File: config.mk
export PLATFORM = sky130hd
export DESIGN_NAME = scan_result_reader_flat
export DESIGN_NICKNAME = d
export VERILOG_FILES = /design/src/rtl/scan_result_reader_if.sv /design/src/rtl/scan_result_reader.sv /design/src/flat_wrapper.sv
export SDC_FILE = /design/constraint.sdc
export NUM_CORES = 1
export LEC_CHECK = 0
export ABC_AREA = 1
export CAP_MARGIN = 20
export CORE_MARGIN = 5
export CORE_UTILIZATION = 50
export DETAILED_ROUTE_END_ITERATION = 8
export PLACE_DENSITY_LB_ADDON = 0.05
export SLEW_MARGIN = 20
export SYNTH_ARGS = -nofsm -noshare
export SYNTH_HDL_FRONTEND = slang
export SYNTH_SLANG_ARGS = --single-unit
File: constraint.sdc
create_clock -name clk -period 1.7 [get_ports clk]
set_input_delay 0.255 -clock clk [delete_from_list [all_inputs] [get_ports clk]]
set_output_delay 0.255 -clock clk [all_outputs]
set_load 0.01 [all_outputs]
File: src/rtl/scan_result_reader_if.sv
// Handshake bundle for scan_result_reader: start/ready control, BRAM read port and beat stream.
interface scan_result_reader_if #(
    parameter int NUM_CHAINS = 4,
    parameter int ADDR_W     = 10,
    parameter int OUT_WIDTH  = 32
);
    logic                  start;
    logic                  ready;
    logic                  rd_en;
    logic [ADDR_W-1:0]     rd_addr;
    logic [NUM_CHAINS-1:0] rd_data;
    logic [OUT_WIDTH-1:0]  out_data;
    logic                  out_valid;
    logic                  out_last;
    logic                  out_ready;

    modport master (
        input  start, rd_data, out_ready,
        output ready, rd_en, rd_addr, out_data, out_valid, out_last
    );

    modport slave (
        output start, rd_data, out_ready,
        input  ready, rd_en, rd_addr, out_data, out_valid, out_last
    );
endinterface

File: src/rtl/scan_result_reader.sv
// Drains the scan-result BRAM in address order and streams packed OUT_WIDTH-bit beats.
// Optional feature macro SPIN_COUNT_EN adds per-chain ones counters on spin_count.
module scan_result_reader #(
    parameter int NUM_CHAINS          = 4,
    parameter int NUM_CHIPS_PER_CHAIN = 2,
    parameter int OUT_WIDTH           = 32,
    // Non-zero forces the drain depth (small builds for partial-beat coverage).
    parameter int DEPTH_OVERRIDE      = 0,
    localparam int SCAN_CHAIN_DEPTH   = (DEPTH_OVERRIDE != 0) ? DEPTH_OVERRIDE
                                                              : 504 * NUM_CHIPS_PER_CHAIN
) (
    input  logic clk,
    input  logic rst_n,
`ifdef SPIN_COUNT_EN
    output logic [NUM_CHAINS*$clog2(SCAN_CHAIN_DEPTH+1)-1:0] spin_count,
`endif
    scan_result_reader_if.master bus
);
    localparam int APB    = OUT_WIDTH / NUM_CHAINS;
    localparam int ADDR_W = $clog2(SCAN_CHAIN_DEPTH);
    localparam int CNT_W  = $clog2(APB + 1);
    localparam logic [ADDR_W-1:0] LAST_ADDR = ADDR_W'(SCAN_CHAIN_DEPTH - 1);
    localparam logic [CNT_W-1:0]  LAST_LANE = CNT_W'(APB - 1);

    typedef enum logic [2:0] {S_IDLE, S_READ, S_WAIT, S_OUT, S_DONE} state_t;

    state_t               state_r, state_nx;
    logic                 ready_r, ready_nx;
    logic                 rd_en_r, rd_en_nx;
    logic [ADDR_W-1:0]    rd_addr_r, rd_addr_nx;
    logic [CNT_W-1:0]     rd_cnt_r, rd_cnt_nx;
    logic                 out_valid_r, out_valid_nx;
    logic                 out_last_r, out_last_nx;
    logic                 clr_pack_s;
    logic                 start_acc_s;
    logic                 cap_en_r;
    logic [CNT_W-1:0]     cap_lane_r;
    logic [OUT_WIDTH-1:0] pack_r;

    // Next-state and next-output decode; rd_addr holds the last issued address between beats.
    always_comb begin
        state_nx     = state_r;
        rd_en_nx     = 1'b0;
        rd_addr_nx   = rd_addr_r;
        rd_cnt_nx    = rd_cnt_r;
        out_valid_nx = 1'b0;
        out_last_nx  = 1'b0;
        clr_pack_s   = 1'b0;
        start_acc_s  = 1'b0;
        case (state_r)
            S_IDLE: begin
                if (bus.start) begin
                    state_nx    = S_READ;
                    rd_en_nx    = 1'b1;
                    rd_addr_nx  = {ADDR_W{1'b0}};
                    rd_cnt_nx   = {CNT_W{1'b0}};
                    clr_pack_s  = 1'b1;
                    start_acc_s = 1'b1;
                end else begin
                    state_nx = S_IDLE;
                end
            end
            S_READ: begin
                if ((rd_addr_r == LAST_ADDR) || (rd_cnt_r == LAST_LANE)) begin
                    state_nx = S_WAIT;
                end else begin
                    rd_en_nx   = 1'b1;
                    rd_addr_nx = rd_addr_r + ADDR_W'(1);
                    rd_cnt_nx  = rd_cnt_r + CNT_W'(1);
                end
            end
            S_WAIT: begin
                state_nx     = S_OUT;
                out_valid_nx = 1'b1;
                out_last_nx  = (rd_addr_r == LAST_ADDR);
            end
            S_OUT: begin
                if (bus.out_ready) begin
                    if (out_last_r) begin
                        state_nx = S_DONE;
                    end else begin
                        state_nx   = S_READ;
                        rd_en_nx   = 1'b1;
                        rd_addr_nx = rd_addr_r + ADDR_W'(1);
                        rd_cnt_nx  = {CNT_W{1'b0}};
                        clr_pack_s = 1'b1;
                    end
                end else begin
                    out_valid_nx = 1'b1;
                    out_last_nx  = out_last_r;
                end
            end
            S_DONE: begin
                state_nx = S_IDLE;
            end
            default: begin
                state_nx = S_IDLE;
            end
        endcase
        ready_nx = (state_nx == S_IDLE);
    end

    // State and registered control outputs.
    always_ff @(posedge clk) begin
        if (!rst_n) begin
            state_r     <= S_IDLE;
            ready_r     <= 1'b1;
            rd_en_r     <= 1'b0;
            rd_addr_r   <= {ADDR_W{1'b0}};
            rd_cnt_r    <= {CNT_W{1'b0}};
            out_valid_r <= 1'b0;
            out_last_r  <= 1'b0;
        end else begin
            state_r     <= state_nx;
            ready_r     <= ready_nx;
            rd_en_r     <= rd_en_nx;
            rd_addr_r   <= rd_addr_nx;
            rd_cnt_r    <= rd_cnt_nx;
            out_valid_r <= out_valid_nx;
            out_last_r  <= out_last_nx;
        end
    end

    // Capture returned words one cycle after their read into lane (addr mod APB).
    always_ff @(posedge clk) begin
        if (!rst_n) begin
            cap_en_r   <= 1'b0;
            cap_lane_r <= {CNT_W{1'b0}};
            pack_r     <= {OUT_WIDTH{1'b0}};
        end else begin
            cap_en_r   <= rd_en_r;
            cap_lane_r <= rd_cnt_r;
            if (clr_pack_s) begin
                pack_r <= {OUT_WIDTH{1'b0}};
            end else if (cap_en_r) begin
                for (int i = 0; i < APB; i++) begin
                    if (cap_lane_r == CNT_W'(i)) begin
                        pack_r[i*NUM_CHAINS +: NUM_CHAINS] <= bus.rd_data;
                    end
                end
            end
        end
    end

    assign bus.ready     = ready_r;
    assign bus.rd_en     = rd_en_r;
    assign bus.rd_addr   = rd_addr_r;
    assign bus.out_data  = pack_r;
    assign bus.out_valid = out_valid_r;
    assign bus.out_last  = out_last_r;

`ifdef SPIN_COUNT_EN
    localparam int SPIN_W = $clog2(SCAN_CHAIN_DEPTH + 1);
    logic [NUM_CHAINS*SPIN_W-1:0] spin_r;

    // Per-chain ones count, accumulated on the same capture strobe as the pack register.
    always_ff @(posedge clk) begin
        if (!rst_n) begin
            spin_r <= {(NUM_CHAINS*SPIN_W){1'b0}};
        end else if (start_acc_s) begin
            spin_r <= {(NUM_CHAINS*SPIN_W){1'b0}};
        end else if (cap_en_r) begin
            for (int c = 0; c < NUM_CHAINS; c++) begin
                spin_r[c*SPIN_W +: SPIN_W] <= spin_r[c*SPIN_W +: SPIN_W] + SPIN_W'(bus.rd_data[c]);
            end
        end
    end

    assign spin_count = spin_r;
`endif
endmodule
File: src/flat_wrapper.sv
// flat-port wrapper written by rule: the top's interface ports become plain ports
module scan_result_reader_flat 
#(
    parameter int NUM_CHAINS          = 4,
    parameter int NUM_CHIPS_PER_CHAIN = 2,
    parameter int OUT_WIDTH           = 32,
                                                                                
    parameter int DEPTH_OVERRIDE      = 0,
    localparam int SCAN_CHAIN_DEPTH   = (DEPTH_OVERRIDE != 0) ? DEPTH_OVERRIDE
                                                              : 504 * NUM_CHIPS_PER_CHAIN
)
  (clk, rst_n, bus_start, bus_rd_data, bus_out_ready, bus_ready, bus_rd_en, bus_rd_addr, bus_out_data, bus_out_valid, bus_out_last);
  scan_result_reader_if #(.NUM_CHAINS(NUM_CHAINS), .OUT_WIDTH(OUT_WIDTH)) bus_i ();
  input  logic clk;
  input  logic rst_n;
  input wire logic [$bits(bus_i.start)-1:0] bus_start;
  input wire logic [$bits(bus_i.rd_data)-1:0] bus_rd_data;
  input wire logic [$bits(bus_i.out_ready)-1:0] bus_out_ready;
  output wire logic [$bits(bus_i.ready)-1:0] bus_ready;
  output wire logic [$bits(bus_i.rd_en)-1:0] bus_rd_en;
  output wire logic [$bits(bus_i.rd_addr)-1:0] bus_rd_addr;
  output wire logic [$bits(bus_i.out_data)-1:0] bus_out_data;
  output wire logic [$bits(bus_i.out_valid)-1:0] bus_out_valid;
  output wire logic [$bits(bus_i.out_last)-1:0] bus_out_last;
  assign bus_i.start = bus_start;
  assign bus_i.rd_data = bus_rd_data;
  assign bus_i.out_ready = bus_out_ready;
  assign bus_ready = bus_i.ready;
  assign bus_rd_en = bus_i.rd_en;
  assign bus_rd_addr = bus_i.rd_addr;
  assign bus_out_data = bus_i.out_data;
  assign bus_out_valid = bus_i.out_valid;
  assign bus_out_last = bus_i.out_last;
  scan_result_reader #(.NUM_CHAINS(NUM_CHAINS), .NUM_CHIPS_PER_CHAIN(NUM_CHIPS_PER_CHAIN), .OUT_WIDTH(OUT_WIDTH), .DEPTH_OVERRIDE(DEPTH_OVERRIDE)) u_core (.clk(clk), .rst_n(rst_n), .bus(bus_i));
endmodule
Yosys cells after proc, flatten, opt, wreduce, memory -nomap -nowiden
Cells that the tools add are included.
{ "classes": {"bitwise_logic": 1, "n_addsub": 2, "n_eq_ne": 16, "reduce_logical": 15, "mux": 25} }
{ "ops": {"columns": ["cell", "n"], "rows": [
  ["$mux W10", 4],
  ["$pmux W10 S3", 1],
  ["$eq A4 B3 Y1 const B", 5],
  ["$mux W4", 4],
  ["$reduce_and A2 Y1", 8],
  ["$pmux W3 S4", 1],
  ["$pmux W4 S3", 1],
  ["$add A10 B1 Y10 const B", 1],
  ["$eq A10 B10 Y1 const B", 1],
  ["$mux W3", 3],
  ["$eq A4 B2 Y1 const B", 2],
  ["$ne A2 B2 Y1 const B", 4],
  ["$mux W1", 7],
  ["$eq A3 B2 Y1 const B", 2],
  ["$logic_not A3 Y1", 2],
  ["$pmux W1 S2", 3],
  ["$reduce_and A5 Y1", 1],
  ["$add A4 B1 Y4 const B", 1],
  ["$eq A4 B1 Y1 const B", 1],
  ["$logic_not A4 Y1", 1],
  ["$eq A3 B1 Y1 const B", 1],
  ["$pmux W1 S3", 1],
  ["$reduce_bool A3 Y1", 1],
  ["$reduce_or A2 Y1", 1],
  ["other kinds (2)", 2]
]} }
{ "word_totals": {"inputBits": 8, "output_inout_bits": 46, "regBits": 58} }

Depth between registers and ports, before layout
{ "depth": {"depth_word": 5, "ltp_mapped": 10, "depth_no_buf": 9} }

Least setup slack after synthesis
No wires, ideal clock.
{ "synth_path": {"path_kind": "register to register", "start": "register u_core.rd_addr_r[0] (netlist: u_core.bus.rd_addr[0])", "end": "register u_core.rd_addr_r[4] (netlist: u_core.bus.rd_addr[4])", "path_stages_with_launch": 10, "slack_ps": 142, "n_path_buf": 1, "synth_period_minus_slack_ps": 1558, "arrival_time_ps": 1444, "path_cell_list": "dfxtp_1 > ha_1 > nand2_1 > nor2_2 > nand3_1 > nand3_2 > nand2_4 > buf_6 > a21oi_2 > nor2_1"} }
{ "synth_between": {"elab_chain_cells": 4} }
{ "synth_rtl": {"columns": ["item", "line_no", "source"], "rows": [
  ["start: declaration", "scan_result_reader.sv:30", "logic [ADDR_W-1:0] rd_addr_r, rd_addr_nx;"],
  ["start signal: assignment", "scan_result_reader.sv:109", "rd_addr_r <= {ADDR_W{1'b0}};"],
  ["start signal: assignment", "scan_result_reader.sv:117", "rd_addr_r <= rd_addr_nx;"],
  ["$add A10 B1 Y10 or $eq A10 B10 Y1 (tied branches)", "scan_result_reader.sv:68, scan_result_reader.sv:84, scan_result_reader.sv:64", null],
  ["$mux W10 or $logic_or A1 B1 Y1 (tied branches)", "scan_result_reader.sv:79, scan_result_reader.sv:64", null],
  ["$mux W10 or $ne A2 B2 Y1 (tied branches)", null, null],
  ["$pmux W10 S3 or $reduce_and A5 Y1 (tied branches)", null, null]
]} }
Parallel ways exist; a longest one is shown, timed or not. The select of a mux whose other input is x is not followed.
A chain may end at the register's enable or synchronous reset.

Worst setup path after layout
{ "layout_path": {"start": "register u_core.rd_addr_r[4] (netlist: u_core.bus.rd_addr[4])", "end": "output bus_rd_addr[4]"} }
{ "layout_rtl": {"columns": ["item", "line_no", "source"], "rows": [
  ["end: declaration", "flat_wrapper.sv:21", "output wire logic [$bits(bus_i.rd_addr)-1:0] bus_rd_addr;"]
]} }
No word-level cell between the ends.

==> impl_metrics.tcl <==
set metrics [dict create \
    status "completed" \
    die_y_um 80.05 \
    total_power_mw 2.997 \
    synth_fp_nets 350 \
    avgSynthCellArea_um2 7.216 \
    start_kind "flip-flop" \
    die_x_um 80.05 \
    crit_buf_inv 1 \
    clockBufferDepth 2 \
    criticalPathCategory "reg -> out" \
    p_leak_nw 1.356 \
    vias_per_cell 4.901 \
    synth_largest_area_cell "dfxtp_1" \
    worst_path_max_delay_cell "clkdlybuf4s50_1" \
    area_delta_synth_final_pct 36.67 \
    slew-limit-headroom_pct 76.56 \
    antenna_left 0 \
    worstPathArrival_ns 1.38 \
    drive_above_1_share_pct 11.27 \
    end_kind "primary output" \
    clkTransAtPathRegs_ns 0.07 \
    grt_pass1_vias 2266 \
    firstDrtPassIters 4 \
    ys_types 29 \
    drc 0 \
    dieArea_mm2 0.006408 \
    wirelength_um 5794 \
    seq_power_share_pct 46.8 \
    dp_hpwl_um 4107 \
    start_util_pct 51.61 \
    gp_congestion 0.8658 \
    finalCritPeriodShare_pct 95.94 \
    yosysWarnings 0 \
    synth_seq_cells 58 \
    synth.area.mux_share_pct 0 \
    cts_tree "built" \
    synth-compound-area-share_pct 12.70 \
    rows 25 \
    critPathMaxFanout 6 \
    switching_share_pct 23.98 \
    rsz0062_at_grt "no" \
    p_clk_share_pct 44.9 \
    ctsHoldBuffers 0 \
    pwr-share-comb_pct 8.3 \
    synth_top_family_by_area "simple AND/OR/NAND/NOR gates" \
    crit_required_ns 1.44 \
    grt_max_degree 33 \
    root_buffer "clkbuf_8" \
    period_minus_slack_ns 1.631 \
    syn_inst 340 \
    p_int_mw 2.278 \
    worstMarginPinSlew_ns 0.3513 \
    synth-adder-area-share_pct 1.020 \
    yosys.area_share.xor_xnor_pct 0.7139 \
    grt_pass1_wl_um 10200 \
    finalMaxSlewViolations 0 \
    antenna-diode-count 0 \
    core-area_mm2 0.004755 \
    wl_per_cell_um 11.97 \
    peakVddDrop_mv 0.7857 \
    max_cap_viol_count 0 \
    gr-total-overflow 0 \
    synthTopCellsByArea "dfxtp_1 (47%), nand2_1 (12%), nor2_1 (11%)" \
    p_switching_uw 718.7 \
    yosys.area_share.simple_pct 31.51 \
    cts_max_level 3 \
    fmax_ghz 0.6131 \
    via_count 2372 \
    dp.cells 468 \
    cellPowerDensity_mw_per_mm2 893.7 \
    seq_area_frac_synth_pct 47.32 \
    io_buffers 53 \
    track_usage_pct 20.57 \
    nets 422 \
    cts.sinks 58 \
    hold_class "reg -> reg" \
    yosys.area.top_type_share_pct 47.32 \
    worst_skew_pair.late_latency_ns 0.34 \
    cts_made_buffers 9 \
    crit_chain "clkdlybuf4s50_1" \
    slowest_delay_ns 0.58 \
    fin_skew_ns 0.007010 \
    antenna_found_initial 0 \
    critPathTopFamily "buffers and inverters" \
    finalSetupViolations 0 \
    first_iter_violations 127 \
    stdcell_count 484 \
    hold_viol 0 \
    ioPinCount 54 \
    syn_area_mm2 0.002454 \
]
-- Yosys cell counts --
library cell	number
a211oi_1	2
a211oi_2	1
a21boi_0	1
a21oi_1	40
a21oi_2	1
a22oi_4	1
buf_2	3
buf_4	2
buf_6	1
clkbuf_1	1
dfxtp_1	58
ha_1	2
inv_1	32
nand2_1	79
nand2_2	1
nand2_4	2
nand3_1	21
nand3_2	1
nor2_1	71
nor2_2	3
nor2_4	1
nor3_1	2
nor3b_1	1
o21a_1	1
o21ai_0	5
o22ai_1	1
o31ai_1	1
or2_2	3
xor2_1	2
-- final timing paths --
check	cells past startpoint	endpoint	slack (ns)	startpoint
worst min register to register	2	u_core.cap_en_r	0.43	u_core.bus.rd_en
worst max-delay path	1	bus_rd_addr[4]	0.07	u_core.bus.rd_addr[4]
worst max register to register	7	u_core.rd_cnt_r[3]	0.15	u_core.rd_cnt_r[0]
worst min-delay path	2	u_core.cap_en_r	0.43	u_core.bus.rd_en
-- final cells by class --
cell class / instances / area (um^2)
Tap cell: 67 / 83.83
Clock buffer: 12 / 165.2
Multi-Input combinational cell: 243 / 1130
Timing Repair Buffer: 68 / 643.1
Inverter: 32 / 120.1
Clock inverter: 4 / 48.80
Sequential cell: 58 / 1162
Fill cell: 418 / 1401
-- flip-flops by register name (all words and copies together) (netlist names) --
| signal | flops |
|---|---|
| u_core.cap_en_r | 1 |
| u_core.state_r | 3 |
| u_core.bus.out_data | 32 |
| u_core.bus.rd_en | 1 |
| u_core.bus.out_last | 1 |
| u_core.bus.ready | 1 |
| u_core.rd_cnt_r | 4 |
| u_core.cap_lane_r | 4 |
| u_core.bus.out_valid | 1 |
| u_core.bus.rd_addr | 10 |
-- power groups by stage --
| stage | logic (mW) | clock network [mW] | registers, mW |
|---|---|---|---|
| after floorplan | 0.137 | 0 | 1.44 |
| after global placement | 0.243 | 0 | 1.43 |
| after detailed placement | 0.244 | 0 | 1.43 |
| after CTS | 0.247 | 1.37 | 1.40 |
| after global routing | 0.276 | 1.44 | 1.41 |
| final | 0.248 | 1.35 | 1.40 |
-- layout by cell type (no fill, tap or decap), drive strengths merged --
cell type / Yosys / layout
nand2: 82 / 82
a22oi: 1 / 1
clkbuf: 1 / 12
xor2: 2 / 2
a21oi: 41 / 41
a21boi: 1 / 1
o21ai: 5 / 5
bufinv: 0 / 1
clkdlybuf4s50: 0 / 53
dfxtp: 58 / 58
buf: 6 / 15
nor3: 2 / 2
ha: 2 / 2
nor2: 75 / 75
nand3: 22 / 22
o22ai: 1 / 1
clkinv: 0 / 3
o21a: 1 / 1
nor3b: 1 / 1
a211oi: 3 / 3
inv: 32 / 32
o31ai: 1 / 1
or2: 3 / 3
-- metal layers --
metal  part of all wire [%]  vias to the layer above  global-route usage, %  routed length, um
li1                       -                     1230                      -                  -
met1                     44                     1060                  23.73               2524
met2                     49                       68                  35.60               2860
met3                    4.7                       14                  4.933                272
met4                    2.4                        0                  9.628                137
met5                      0                        -                      0                  0
-- cell families (layout without fill, tap and decap cells) --
logic type	count (synthesis)	in the layout
compound gates	54	54
xor+xnor	2	2
fa+ha+maj	2	2
buf+inv	39	116
flops	58	58
simple gates	185	185
-- what timing repair did --
action	in CTS	in global routing
setup endpoints to repair	0	12
resized for setup	0	3
setup buffers	0	0
-- through the flow --
step / setup TNS, ns / utilization [%] / instance area [um^2] / hold slack (ns) / worst slack, ns
after floorplan: 0 / - / 2454 / 0.3980 / 0.1424
after global placement: 0 / 65.95 / 3136 / 0.4202 / 0.06204
after detailed placement: -0.01872 / 65.95 / 3136 / 0.4272 / -0.01872
after CTS: 0 / 70.45 / 3349 / 0.4367 / 0.07181
after global routing: 0 / 70.53 / 3353 / 0.4530 / 0.002730
final: 0 / 70.53 / 3353 / 0.4278 / 0.06902
Note: power is estimated with default switching activity, not from simulation.
